## src/rtl/pipeline_hazard_controller_if.sv

```systemverilog
// Control bundle between the two-stage pipeline datapath and the hazard controller.
//   master : pipeline side; drives decode/execute status and samples the controls
//   slave  : hazard controller; reads the status and drives PC/pipe-register controls
// Status : op_code_fd, reg_source_1_addr_fd, reg_source_2_addr_fd, alu_source_1_select,
//          alu_source_2_select, reg_dest_addr_em, reg_write_em, mem_read_em,
//          mem_write_em, mem_ready, branch_taken_em, halt_fd
// Control: pc_write_enable, pipe_reg_1_enable, pipe_reg_1_flush, forwarding_enable,
//          halted, mem_error, stall_count
interface pipeline_hazard_controller_if #(
   parameter int unsigned STALL_CNT_W = 8
);
   logic [2:0]             op_code_fd;
   logic [2:0]             reg_source_1_addr_fd;
   logic [1:0]             reg_source_2_addr_fd;
   logic                   alu_source_1_select;
   logic [1:0]             alu_source_2_select;
   logic [2:0]             reg_dest_addr_em;
   logic                   reg_write_em;
   logic                   mem_read_em;
   logic                   mem_write_em;
   logic                   mem_ready;
   logic                   branch_taken_em;
   logic                   halt_fd;
   logic                   pc_write_enable;
   logic                   pipe_reg_1_enable;
   logic                   pipe_reg_1_flush;
   logic                   forwarding_enable;
   logic                   halted;
   logic                   mem_error;
   logic [STALL_CNT_W-1:0] stall_count;

   modport master (
      output op_code_fd, reg_source_1_addr_fd, reg_source_2_addr_fd, alu_source_1_select,
             alu_source_2_select, reg_dest_addr_em, reg_write_em, mem_read_em,
             mem_write_em, mem_ready, branch_taken_em, halt_fd,
      input  pc_write_enable, pipe_reg_1_enable, pipe_reg_1_flush, forwarding_enable,
             halted, mem_error, stall_count
   );

   modport slave (
      input  op_code_fd, reg_source_1_addr_fd, reg_source_2_addr_fd, alu_source_1_select,
             alu_source_2_select, reg_dest_addr_em, reg_write_em, mem_read_em,
             mem_write_em, mem_ready, branch_taken_em, halt_fd,
      output pc_write_enable, pipe_reg_1_enable, pipe_reg_1_flush, forwarding_enable,
             halted, mem_error, stall_count
   );
endinterface

```

## src/rtl/pipeline_hazard_controller.sv

```systemverilog
// Hazard controller for the two-stage (fetch/decode -> execute/memory) pipeline.
// Each cycle decides whether the PC and pipe register 1 advance, hold or take a bubble,
// covering load-use hazards, taken branches, variable-latency memory and halt.
// Ports:
//   clk   : rising-edge clock
//   reset : synchronous, active-high; forces a safe bubble while asserted
//   bus   : slave side of pipeline_hazard_controller_if (status in, controls out)
// Outputs are Mealy (state + current inputs); state and counters are registered.
module pipeline_hazard_controller #(
   parameter int unsigned LOAD_STALL_CYCLES = 1,
   parameter int unsigned MEM_TIMEOUT       = 15,
   parameter int unsigned STALL_CNT_W       = 8
) (
   input logic                         clk,
   input logic                         reset,
   pipeline_hazard_controller_if.slave bus
);

   typedef enum logic [1:0] {StRun, StLoadStall, StMemWait, StHalt} state_e;

   localparam logic [2:0] LoadStallInit = 3'(LOAD_STALL_CYCLES - 1);
   localparam logic [7:0] MemTimeout    = 8'(MEM_TIMEOUT);

   state_e                 state_q, state_d;
   logic [2:0]             stall_left_q, stall_left_d;
   logic [7:0]             wait_cnt_q, wait_cnt_d;
   logic                   mem_error_q, mem_error_d;
   logic [STALL_CNT_W-1:0] stall_cnt_q, stall_cnt_d;

   logic src1_hit, src2_hit, hazard, mem_busy;
   logic pc_we, pr1_en, pr1_flush, fwd_en, halted;
   logic unused_op_code;

   // Opcode is not needed: the EM-stage flags already classify the instruction.
   assign unused_op_code = ^bus.op_code_fd;

   assign src1_hit = (bus.reg_dest_addr_em == bus.reg_source_1_addr_fd)
                     && !bus.alu_source_1_select;
   // Source 2 reads a register for select 00 (ALU operand) and 01 (store address).
   assign src2_hit = (bus.reg_dest_addr_em == {1'b0, bus.reg_source_2_addr_fd})
                     && !bus.alu_source_2_select[1];
   assign hazard   = bus.mem_read_em && bus.reg_write_em && (bus.reg_dest_addr_em != 3'd0)
                     && (src1_hit || src2_hit);
   assign mem_busy = (bus.mem_read_em || bus.mem_write_em) && !bus.mem_ready;

   always_ff @(posedge clk) begin
      if (reset) begin
         state_q      <= StRun;
         stall_left_q <= 3'd0;
         wait_cnt_q   <= 8'd0;
         mem_error_q  <= 1'b0;
         stall_cnt_q  <= '0;
      end else begin
         state_q      <= state_d;
         stall_left_q <= stall_left_d;
         wait_cnt_q   <= wait_cnt_d;
         mem_error_q  <= mem_error_d;
         stall_cnt_q  <= stall_cnt_d;
      end
   end

   always_comb begin
      state_d      = state_q;
      stall_left_d = stall_left_q;
      wait_cnt_d   = wait_cnt_q;
      mem_error_d  = mem_error_q;
      unique case (state_q)
         StRun: begin
            if (mem_busy) begin
               wait_cnt_d = 8'd1;
               if (MemTimeout == 8'd1) begin
                  mem_error_d = 1'b1;
                  state_d     = StHalt;
               end else begin
                  state_d = StMemWait;
               end
            end else if (bus.branch_taken_em) begin
               state_d = StRun;
            end else if (hazard) begin
               // The RUN cycle itself is the first bubble.
               if (LOAD_STALL_CYCLES > 1) begin
                  stall_left_d = LoadStallInit;
                  state_d      = StLoadStall;
               end
            end else if (bus.halt_fd) begin
               state_d = StHalt;
            end
         end
         StLoadStall: begin
            stall_left_d = stall_left_q - 3'd1;
            if (stall_left_q <= 3'd1) state_d = StRun;
         end
         StMemWait: begin
            if (bus.mem_ready) begin
               wait_cnt_d = 8'd0;
               state_d    = StRun;
            end else begin
               wait_cnt_d = wait_cnt_q + 8'd1;
               if (wait_cnt_d >= MemTimeout) begin
                  mem_error_d = 1'b1;
                  state_d     = StHalt;
               end
            end
         end
         StHalt: state_d = StHalt;
         default: state_d = StRun;
      endcase

      stall_cnt_d = stall_cnt_q;
      if (!pc_we && (state_q != StHalt) && (stall_cnt_q != '1)) begin
         stall_cnt_d = stall_cnt_q + 1'b1;
      end
   end

   always_comb begin
      pc_we     = 1'b0;
      pr1_en    = 1'b0;
      pr1_flush = 1'b0;
      fwd_en    = 1'b0;
      halted    = 1'b0;
      if (reset) begin
         pr1_flush = 1'b1;
      end else begin
         unique case (state_q)
            StRun: begin
               fwd_en = 1'b1;
               if (mem_busy) begin
                  pc_we = 1'b0;
               end else if (bus.branch_taken_em) begin
                  pc_we     = 1'b1;
                  pr1_en    = 1'b1;
                  pr1_flush = 1'b1;
               end else if (hazard || bus.halt_fd) begin
                  pr1_en    = 1'b1;
                  pr1_flush = 1'b1;
               end else begin
                  pc_we  = 1'b1;
                  pr1_en = 1'b1;
               end
            end
            StLoadStall: begin
               pr1_en    = 1'b1;
               pr1_flush = 1'b1;
            end
            StMemWait: begin
               // Completion cycle behaves like a clean RUN cycle.
               if (bus.mem_ready) begin
                  pc_we  = 1'b1;
                  pr1_en = 1'b1;
                  fwd_en = 1'b1;
               end
            end
            StHalt: begin
               halted    = 1'b1;
               pr1_flush = 1'b1;
            end
            default: pr1_flush = 1'b1;
         endcase
      end
   end

   assign bus.pc_write_enable   = pc_we;
   assign bus.pipe_reg_1_enable = pr1_en;
   assign bus.pipe_reg_1_flush  = pr1_flush;
   assign bus.forwarding_enable = fwd_en;
   assign bus.halted            = halted;
   assign bus.mem_error         = mem_error_q;
   assign bus.stall_count       = stall_cnt_q;

endmodule
```

## src/flat_wrapper.sv

```systemverilog
// flat-port wrapper written by rule: the top's interface ports become plain ports
module pipeline_hazard_controller_flat 
#(
   parameter int unsigned LOAD_STALL_CYCLES = 1,
   parameter int unsigned MEM_TIMEOUT       = 15,
   parameter int unsigned STALL_CNT_W       = 8
)
  (clk, reset, bus_op_code_fd, bus_reg_source_1_addr_fd, bus_reg_source_2_addr_fd, bus_alu_source_1_select, bus_alu_source_2_select, bus_reg_dest_addr_em, bus_reg_write_em, bus_mem_read_em, bus_mem_write_em, bus_mem_ready, bus_branch_taken_em, bus_halt_fd, bus_pc_write_enable, bus_pipe_reg_1_enable, bus_pipe_reg_1_flush, bus_forwarding_enable, bus_halted, bus_mem_error, bus_stall_count);
  pipeline_hazard_controller_if #(.STALL_CNT_W(STALL_CNT_W)) bus_i ();
  input logic clk;
  input logic reset;
  input wire logic [$bits(bus_i.op_code_fd)-1:0] bus_op_code_fd;
  input wire logic [$bits(bus_i.reg_source_1_addr_fd)-1:0] bus_reg_source_1_addr_fd;
  input wire logic [$bits(bus_i.reg_source_2_addr_fd)-1:0] bus_reg_source_2_addr_fd;
  input wire logic [$bits(bus_i.alu_source_1_select)-1:0] bus_alu_source_1_select;
  input wire logic [$bits(bus_i.alu_source_2_select)-1:0] bus_alu_source_2_select;
  input wire logic [$bits(bus_i.reg_dest_addr_em)-1:0] bus_reg_dest_addr_em;
  input wire logic [$bits(bus_i.reg_write_em)-1:0] bus_reg_write_em;
  input wire logic [$bits(bus_i.mem_read_em)-1:0] bus_mem_read_em;
  input wire logic [$bits(bus_i.mem_write_em)-1:0] bus_mem_write_em;
  input wire logic [$bits(bus_i.mem_ready)-1:0] bus_mem_ready;
  input wire logic [$bits(bus_i.branch_taken_em)-1:0] bus_branch_taken_em;
  input wire logic [$bits(bus_i.halt_fd)-1:0] bus_halt_fd;
  output wire logic [$bits(bus_i.pc_write_enable)-1:0] bus_pc_write_enable;
  output wire logic [$bits(bus_i.pipe_reg_1_enable)-1:0] bus_pipe_reg_1_enable;
  output wire logic [$bits(bus_i.pipe_reg_1_flush)-1:0] bus_pipe_reg_1_flush;
  output wire logic [$bits(bus_i.forwarding_enable)-1:0] bus_forwarding_enable;
  output wire logic [$bits(bus_i.halted)-1:0] bus_halted;
  output wire logic [$bits(bus_i.mem_error)-1:0] bus_mem_error;
  output wire logic [$bits(bus_i.stall_count)-1:0] bus_stall_count;
  assign bus_i.op_code_fd = bus_op_code_fd;
  assign bus_i.reg_source_1_addr_fd = bus_reg_source_1_addr_fd;
  assign bus_i.reg_source_2_addr_fd = bus_reg_source_2_addr_fd;
  assign bus_i.alu_source_1_select = bus_alu_source_1_select;
  assign bus_i.alu_source_2_select = bus_alu_source_2_select;
  assign bus_i.reg_dest_addr_em = bus_reg_dest_addr_em;
  assign bus_i.reg_write_em = bus_reg_write_em;
  assign bus_i.mem_read_em = bus_mem_read_em;
  assign bus_i.mem_write_em = bus_mem_write_em;
  assign bus_i.mem_ready = bus_mem_ready;
  assign bus_i.branch_taken_em = bus_branch_taken_em;
  assign bus_i.halt_fd = bus_halt_fd;
  assign bus_pc_write_enable = bus_i.pc_write_enable;
  assign bus_pipe_reg_1_enable = bus_i.pipe_reg_1_enable;
  assign bus_pipe_reg_1_flush = bus_i.pipe_reg_1_flush;
  assign bus_forwarding_enable = bus_i.forwarding_enable;
  assign bus_halted = bus_i.halted;
  assign bus_mem_error = bus_i.mem_error;
  assign bus_stall_count = bus_i.stall_count;
  pipeline_hazard_controller #(.LOAD_STALL_CYCLES(LOAD_STALL_CYCLES), .MEM_TIMEOUT(MEM_TIMEOUT), .STALL_CNT_W(STALL_CNT_W)) u_core (.clk(clk), .reset(reset), .bus(bus_i));
endmodule
```

## config.mk

```make
export PLATFORM = sky130hd
export DESIGN_NAME = pipeline_hazard_controller_flat
export DESIGN_NICKNAME = d
export VERILOG_FILES = /design/src/rtl/pipeline_hazard_controller_if.sv /design/src/rtl/pipeline_hazard_controller.sv /design/src/flat_wrapper.sv
export SDC_FILE = /design/constraint.sdc
export NUM_CORES = 1
export LEC_CHECK = 0
export ABC_AREA = 0
export CAP_MARGIN = 20
export CORE_MARGIN = 2
export CORE_UTILIZATION = 46
export CTS_BUF_LIST = sky130_fd_sc_hd__clkbuf_4 sky130_fd_sc_hd__clkbuf_8
export DETAILED_ROUTE_END_ITERATION = 10
export PLACE_DENSITY_LB_ADDON = 0.25
export SLEW_MARGIN = 25
export SYNTH_ARGS = -nofsm -noshare
export SYNTH_HDL_FRONTEND = slang
export SYNTH_SLANG_ARGS = --single-unit
```

## constraint.sdc

```tcl
create_clock -name clk -period 1.63 [get_ports clk]
set_clock_uncertainty 0.1 [all_clocks]
set_input_delay 0.326 -clock clk [delete_from_list [all_inputs] [get_ports clk]]
set_output_delay 0.326 -clock clk [all_outputs]
set_load 0.02 [all_outputs]
```

Yosys cells after proc, flatten, opt, wreduce, memory -nomap -nowiden
Cells that the tools add are included.

word-level totals
  input bits = 22
  register bits after elaboration = 22
  latch bits = 0
  output and inout port bits = 14
  memories kept = 0
  memory bits (read-only) = 0
  logic and storage cells = 74
  RAM bits = 0

cells by class
  $mul = 0
  shifts and indexed selects = 0
  reduce and logical (&&, ||, !) cells = 22
  bitwise operators = 1
  add/subtract/negate cells = 3
  eq/ne operators = 12
  $lt $le $gt $ge = 2
  multiplexer cells = 29
  divide/modulo/power cells = 0

operator list
  operator               count
  $add A8 B1 Y8 const B  2
  $mux W8                2
  $pmux W8 S2            1
  $mux W1                14
  $mux W2                7
  $ge A8 B4 Y1 const B   1
  $logic_and A1 B1 Y1    8
  $ne A8 B8 Y1 const B   1
  $pmux W2 S4            1
  $pmux W1 S2            3
  $eq A2 B2 Y1 const B   2
  $logic_not A1 Y1       4
  $ne A2 B1 Y1 const B   2
  $ne A4 B3 Y1 const B   1
  $ne A4 B4 Y1 const B   1
  $reduce_and A4 Y1      1
  $eq A3 B2 Y1           1
  $eq A3 B3 Y1           1
  $le A3 B1 Y1 const B   1
  $logic_or A1 B1 Y1     3
  $ne A3 B2 Y1 const B   1
  $pmux W1 S3            1
  $reduce_and A3 Y1      1
  $reduce_bool A3 Y1     1
  8 further kinds        8

Longest topological paths before layout
Gate-level depths: netlist (run 1).

  word-level depth = 13
  depth in mapped cells = 7
  mapped depth without buffers = 7

Worst setup path before layout (run 1)
OpenSTA, ideal clock, no wires.

  path type = input port to output port
  start = in bus_reg_dest_addr_em[2]
  end = out bus_pipe_reg_1_flush
  setup slack = -0.323 ns
  data required time = 1.204 ns
  path buffers = 0
  arrival time = 1.527 ns
  cell stages on the path = 6
  cells stage by stage = xor2_1 nor4_4 nor2_1 o21bai_1 nor2_1 o21ai_0

on the way
  word-level cells in the longest chain between the ends = 10
  elaborated cells between the ends (all ways) = 14
  those cells by class = eq/ne: 2; mux: 5; reduce/logical: 7

RTL lines
  element                                              RTL line                                                            source
  start: declaration                                   flat_wrapper.sv:17                                                  input wire logic [$bits(bus_i.reg_dest_addr_em)-1:0] bus_reg_dest_addr_em;
  $eq A3 B3 Y1 / $eq A3 B2 Y1 (equally long branches)  pipeline_hazard_controller.sv:37, pipeline_hazard_controller.sv:40
  $logic_and A1 B1 Y1, on equally long branches        pipeline_hazard_controller.sv:38, pipeline_hazard_controller.sv:41
  $logic_or A1 B1 Y1                                   pipeline_hazard_controller.sv:43                                    && (src1_hit || src2_hit);
  $logic_and A1 B1 Y1 (*)                              pipeline_hazard_controller.sv:43
  $logic_or A1 B1 Y1 (*)                               pipeline_hazard_controller.sv:133                                   end else if (hazard || bus.halt_fd) begin
  $mux W1 (*)                                          pipeline_hazard_controller.sv:133
  $mux W1 (*)                                          pipeline_hazard_controller.sv:129                                   end else if (bus.branch_taken_em) begin
  $mux W1 (*)                                          pipeline_hazard_controller.sv:127                                   if (mem_busy) begin
  $pmux W1 S2 (*)                                      pipeline_hazard_controller.sv:124                                   unique case (state_q)
  $mux W1 (*)                                          pipeline_hazard_controller.sv:121                                   if (reset) begin
  end: declaration                                     flat_wrapper.sv:26                                                  output wire logic [$bits(bus_i.pipe_reg_1_flush)-1:0] bus_pipe_reg_1_flush;

Every way passes the cells marked *; elsewhere a longest branch is shown, timed or not.

Worst setup path after layout (run 1)
  start = in bus_reg_source_1_addr_fd[1]
  end = out bus_pipe_reg_1_flush

on the way
  word-level cells in the longest chain between the ends = 10

RTL lines
  element              RTL line                           source
  start: declaration   flat_wrapper.sv:13                 input wire logic [$bits(bus_i.reg_source_1_addr_fd)-1:0] bus_reg_source_1_addr_fd;
  $eq A3 B3 Y1         pipeline_hazard_controller.sv:37   assign src1_hit = (bus.reg_dest_addr_em == bus.reg_source_1_addr_fd)
  $logic_and A1 B1 Y1  pipeline_hazard_controller.sv:38   && !bus.alu_source_1_select;
  $logic_or A1 B1 Y1   pipeline_hazard_controller.sv:43
  $logic_and A1 B1 Y1  pipeline_hazard_controller.sv:43
  $logic_or A1 B1 Y1   pipeline_hazard_controller.sv:133
  $mux W1              pipeline_hazard_controller.sv:133
  $mux W1              pipeline_hazard_controller.sv:129
  $mux W1              pipeline_hazard_controller.sv:127
  $pmux W1 S2          pipeline_hazard_controller.sv:124
  $mux W1              pipeline_hazard_controller.sv:121

Every way passes these cells.

==> metrics.cfg, run 1 <==
[floorplanning]
die_h_um=60.25
fp.dieW_um=60.25
die_area_um2=3629
num_rows=20
io_pins=36
start_util_pct=48.06
coreArea_um2=3028

[worst_setup_path]
cp_top_family=simple AND/OR/NAND/NOR gates
critPathArrivalTime_ns=1.63
path_cells=buf_8 > xor2_4 > nor4_4 > nor2_2 > o21bai_1 > nor2_1 > o21ai_2 > buf_6
crit_required_ns=1.20
worst-path-buf-inv=2
crit_type=in -> out
end_kind=output port
start_kind=primary input
cpMaxStageDelayCell=nor4_4
slowest_delay_ns=0.31
rrSetupSlack_ns=-0.21
path_max_fanout=2

[logic_synthesis]
ys_seq_area_share_pct=30.27
synth_area_um2=1455
synth_edf_count=0
synth_top_area_share_pct=30.27
synth-async-reset-ratio_pct=0
yosys_warnings=0
ys_ff_latch=22
yosys-top-cells-area=dfxtp_1 (30%), nor2_1 (8.3%), xnor2_1 (4.8%)
synth_top_cell_by_area=dfxtp_1
syn_nets=208
synthFlopType=dfxtp_1
synth_cells=181
yosysUniqueCellTypes=48
syn_avg_cell_area_um2=8.039

[placement]
dp_cells=288
hpwl_mm=3.170
port_buffers=31
gp_congestion=0.8408
post_dp_cell_area_um2=2102

[timing]
slew_viol_final=0
fmax_mhz=486.0
grt_setup_unrepaired=yes
finalCritPeriodShare_pct=126.2
fin_ws_ns=-0.4276
tightest_slew_ns=0.4323
setup_violations=19
timing.hold.ws_ns=0.4008
hold_violations=0
min_period_ns=2.058
relSlewSlack_pct=70.72

[status]
violations=negative setup slack
outcome=finished with violations

[cells_and_area]
fin_area_um2=2587
final-instance-count-excl-fill=307
drive_gt1_share_pct=53.99
area_growth_pct=77.82
nFillCells=158
layout_commonest_cell=buf_4
finalNetCount=291
antennaDiodeCount=0
final_cell_mix=buf_4 (52), nor2_1 (25), dlygate4sd2_1 (13), buf_6 (13), dfxtp_1 (12)

[clock_network]
cts_tree=yes
cts-root-buf=clkbuf_4
cts_hold_buf=0
clock_latency_ns=0.33
clk_pin_slew_ns=0.14
cts_made_buffers=3
clk_path_buf_depth=2
clkSinkCount=22
h-tree-depth=1

[drt]
drc_errors=0
via_per_inst=5.580
dr.pass1.iters=4
drt_iter0_drc=110
routed_wl_mm=5.586
wl_per_cell_um=18.20
final_antenna_net_count=0
via_count=1713

[global_routing]
antenna_found_initial=0
grt_pass1_wl_mm=7.624
track_usage_pct=28.73
grt_overflow=0
grt_max_degree=14
grt_pass1_vias=1682

[power_and_ir_drop]
intPower_uw=1244
pwr-share-clk_pct=23.5
p_sw_share_pct=33.82
power.leakage_uw=0.001055
finalPower_uw=1880
comb_power_share_pct=43.3
switchingPower_uw=635.8
power.density_nw_per_um2=726.6
peakVddDrop_mv=0.4717
seq_power_share_pct=33.3

[flow_run]
cap_violations=0

[worst_hold_path]
hold_class=reg -> reg

## routing by layer
layer,track usage (%),share of wire (%),vias to the layer above
met1,30.09,38,834
met5,0,0,-
li1,-,-,804
met4,13.02,4.4,0
met2,55.12,55,55
met3,4.329,2.8,20
## stage by stage
step                      worst slack, ns  util, %  setup TNS (ns)
after detailed placement           -1.152    69.42          -14.48
after global placement             -1.078    69.42          -13.24
final                             -0.4276    85.45          -2.507
after floorplan                  -0.08850        -         -0.1698
after global routing              -0.5349    85.45          -3.608
after CTS                         -0.3400    78.51          -1.842
## tightest hold or removal path: stages (launching register included)
cell	delay [ns]
dfxtp_1	0.34
nand2b_1	0.07
o31ai_1	0.06
## registers in the layout, summed over array words and instances (netlist names)
register	count
u_core.bus.mem_error	1
u_core.wait_cnt_q	8
u_core.state_q	2
u_core.bus.stall_count	8
u_core.stall_left_q	3
## power by group through the flow
stage | sequential [uW] | combinational, uW | clock, uW
finish | 625 | 813 | 441
global placement | 623 | 576 | 0
CTS | 620 | 677 | 435
floorplan | 649 | 280 | 0
global route | 628 | 862 | 467
detailed placement | 628 | 602 | 0
## Yosys cell counts, drive strengths merged (6+ instances only)
| library cell | number |
|---|---|
| nand2 | 11 |
| dfxtp | 22 |
| a21oi | 10 |
| nor2 | 32 |
| xnor2 | 8 |
| xor2 | 6 |
| nand3 | 8 |
| o21ai | 8 |
| nor3 | 6 |
## worst paths after layout
kind / cells after the start / to / from
max: 8 / bus_pipe_reg_1_flush / bus_reg_source_1_addr_fd[1]
min: 2 / u_core.bus.mem_error$_SDFFE_PP0P_ / u_core.bus.mem_error$_SDFFE_PP0P_
max reg2reg: 9 / u_core.bus.stall_count[3]$_SDFFE_PP0P_ / u_core.state_q[1]$_SDFFE_PP0P_
min reg2reg: 2 / u_core.bus.mem_error$_SDFFE_PP0P_ / u_core.bus.mem_error$_SDFFE_PP0P_
## layout make-up
type                    instances  area (um^2)  share of cell area, %
flip-flops and latches         22        462.9                  17.89
inverters                       5        18.77                 0.7253
well taps                      44        55.05                  2.128
clock buffers                   3        22.52                 0.8704
multi-input cells             145         1256                  48.55
clock inverters                 1        30.03                  1.161
repair buffers                 87        742.0                  28.68
## kinds of logic (layout without fill, tap and decap cells)
| group | after synthesis | after routing | synth area share (%) |
|---|---|---|---|
| AOI/OAI and AO/OA | 42 | 42 | 20.89 |
| xor gates and xnor gates | 14 | 14 | 8.427 |
| adders and majority gates | 5 | 5 | 4.299 |
| buffers and inverters | 14 | 96 | 4.643 |
| DFF | 22 | 22 | 30.27 |
| muxes | 1 | 1 | 1.032 |
| and+or+nand+nor | 83 | 83 | 30.44 |
## timing repair
action,in CTS,in global routing
pin swaps,19,30
endpoints found under the setup margin,32,22
buffers inserted,16,3
resized for setup,115,51
Power figures use the tool's default switching activity.
==> run 2, diff against run 1 <==
CORE_UTILIZATION = 38   (was 46)
SLEW_MARGIN = 15   (was 25)
==> run 2 against run 1 <==
Net effect:
- the run still ends with negative setup slack left
- sequential power barely moved
- global-route usage shrank 9.0 points
- critical path depth is the same
- first-iteration DRC count fell by 45%
- wire length decreased by 21%
- register-to-register slack improved by 0.07 ns
- combinational power shrank 11%
- non-clock buffer count fell by 1
- critical path type unchanged
==> metrics.cfg, run 2 (same netlist as run 1, synthesis figures left out) <==
[timing]
min_period_ns=1.917
finalCritPeriodShare_pct=117.6
setup_violations=11
slew_viol_final=0
tightest_slew_ns=0.3504
grt_setup_unrepaired=yes
fmax_mhz=521.8
relSlewSlack_pct=76.27
fin_ws_ns=-0.2865
hold_violations=0

[placement]
gp_congestion=0.8390
dp_cells=296
post_dp_cell_area_um2=2137
port_buffers=31
hpwl_mm=2.900

[drt]
via_per_inst=5.132
drc_errors=0
dr.pass1.iters=4
wl_per_cell_um=14.27
drt_iter0_drc=60
via_count=1591
routed_wl_mm=4.425
final_antenna_net_count=0

[worst_setup_path]
r2r-end=u_core.bus.stall_count[7]$_SDFFE_PP0P_
crit_start=bus_reg_source_1_addr_fd[2]
cp.depth=8
crit_required_ns=1.20
path_max_fanout=2
cpMaxStageDelayCell=nor4_4
rrSetupSlack_ns=-0.14
reg2reg_from=u_core.state_q[0]$_SDFFE_PP0P_
reg2reg_depth=7
end_kind=output port
critPathArrivalTime_ns=1.49
endpoint=bus_pipe_reg_1_flush
start_kind=primary input
cp_top_family=simple AND/OR/NAND/NOR gates
worst-path-buf-inv=2
slowest_delay_ns=0.31
crit_type=in -> out
path_cells=buf_8 > xor2_4 > nor4_4 > nor2_2 > o21bai_1 > nor2_1 > o21ai_2 > buf_6

[cells_and_area]
antennaDiodeCount=0
area_growth_pct=71.11
final_cell_mix=buf_4 (54), nor2_1 (28), dfxtp_1 (14)
drive_gt1_share_pct=50.00
fin_area_um2=2490
final_util_pct=68.01
finalNetCount=290
layout_commonest_cell=buf_4
final-instance-count-excl-fill=310

[floorplanning]
start_util_pct=39.75
fp.dieW_um=65.88
io_pins=36
coreArea_um2=3661
die_area_um2=4340
num_rows=22
die_h_um=65.88

[global_routing]
grt_pass1_wl_mm=6.561
antenna_found_initial=0
grt_pass1_vias=1428
track_usage_pct=19.70
grt_max_degree=13
grt_overflow=0

[clock_network]
clock_latency_ns=0.27
cts-root-buf=clkbuf_8
clkSinkCount=22
cts_hold_buf=0
cts_tree=yes
clk_path_buf_depth=2
h-tree-depth=1
cts_made_buffers=3
clk_pin_slew_ns=0.08

[power_and_ir_drop]
switchingPower_uw=582.6
power.density_nw_per_um2=687.6
intPower_uw=1129
peakVddDrop_mv=0.6673
p_sw_share_pct=34.03
pwr-share-clk_pct=21.3
comb_power_share_pct=42.2
finalPower_uw=1712
power.leakage_uw=0.001025
seq_power_share_pct=36.4

[status]
outcome=finished with violations
violations=negative setup slack

[worst_hold_path]
hold_class=reg -> reg

[flow_run]
cap_violations=0

==> run 2: changes by cell type in the layout (fill, tap and decap cells not counted), moves of 3 or more <==
cell,previous run,this run
clkbuf_8,0,3
nor2_1,25,28
buf_2,1,5
buf_6,13,8
clkbuf_4,3,0
==> run 2: metal layers <==
metal / vias to the layer above / GRT usage, % / routed length (um)
met3: 6 / 3.578 / 120
met2: 23 / 34.09 / 2218
met1: 765 / 24.87 / 2039
li1: 797 / - / -
met5: - / 0 / 0
met4: 0 / 5.469 / 46
==> run 2: final cells by class <==
type	count	area, um^2
clock buffer	3	41.29
fill	276	1171
inverter	5	18.77
sequential	22	460.4
tap	48	60.06
timing repair buffer	86	690.7
multi-input combinational	145	1215
clock inverter	1	3.754
==> run 2: timing repair <==
action | in CTS | in global routing
pin swaps | 17 | 18
endpoints found under the setup margin | 32 | 21
resized for setup | 104 | 44
buffers inserted | 8 | 3
==> run 2: power by group through the flow <==
stage	Combinational [uW]	Sequential, uW	Clock (uW)
detailed placement	595	631	0
global route	779	630	385
floorplan	280	649	0
global placement	590	630	0
CTS	641	621	366
finish	723	624	365
==> run 2: worst min-delay path by stage <==
stage | startpoint | end | slack, ns | depth (start not counted)
after floorplan | u_core.stall_left_q[1]$_SDFFE_PP0P_ | u_core.stall_left_q[1]$_SDFFE_PP0P_ | 0.39 | 2
after global placement | u_core.bus.mem_error$_SDFFE_PP0P_ | u_core.bus.mem_error$_SDFFE_PP0P_ | 0.36 | 2
after detailed placement | u_core.bus.mem_error$_SDFFE_PP0P_ | u_core.bus.mem_error$_SDFFE_PP0P_ | 0.36 | 2
after CTS | u_core.bus.mem_error$_SDFFE_PP0P_ | u_core.bus.mem_error$_SDFFE_PP0P_ | 0.39 | 2
after global routing | u_core.bus.mem_error$_SDFFE_PP0P_ | u_core.bus.mem_error$_SDFFE_PP0P_ | 0.41 | 2
final | u_core.bus.mem_error$_SDFFE_PP0P_ | u_core.bus.mem_error$_SDFFE_PP0P_ | 0.39 | 2
==> run 2: tightest hold or removal path, stage by stage, from the launching register on <==
cell and delay, ns:
dfxtp_1 0.34, nand2b_1 0.06, o31ai_1 0.06
==> run 2: through the flow <==
step	setup slack (ns)	hold slack [ns]	TNS (ns)
2_1_floorplan	-0.08850	0.3906	-0.1698
3_3_place_gp	-1.090	0.3623	-14.70
3_5_place_dp	-1.120	0.3647	-14.67
4_1_cts	-0.3254	0.3890	-1.977
5_1_grt	-0.3429	0.4111	-2.395
6_report	-0.2865	0.3856	-1.269
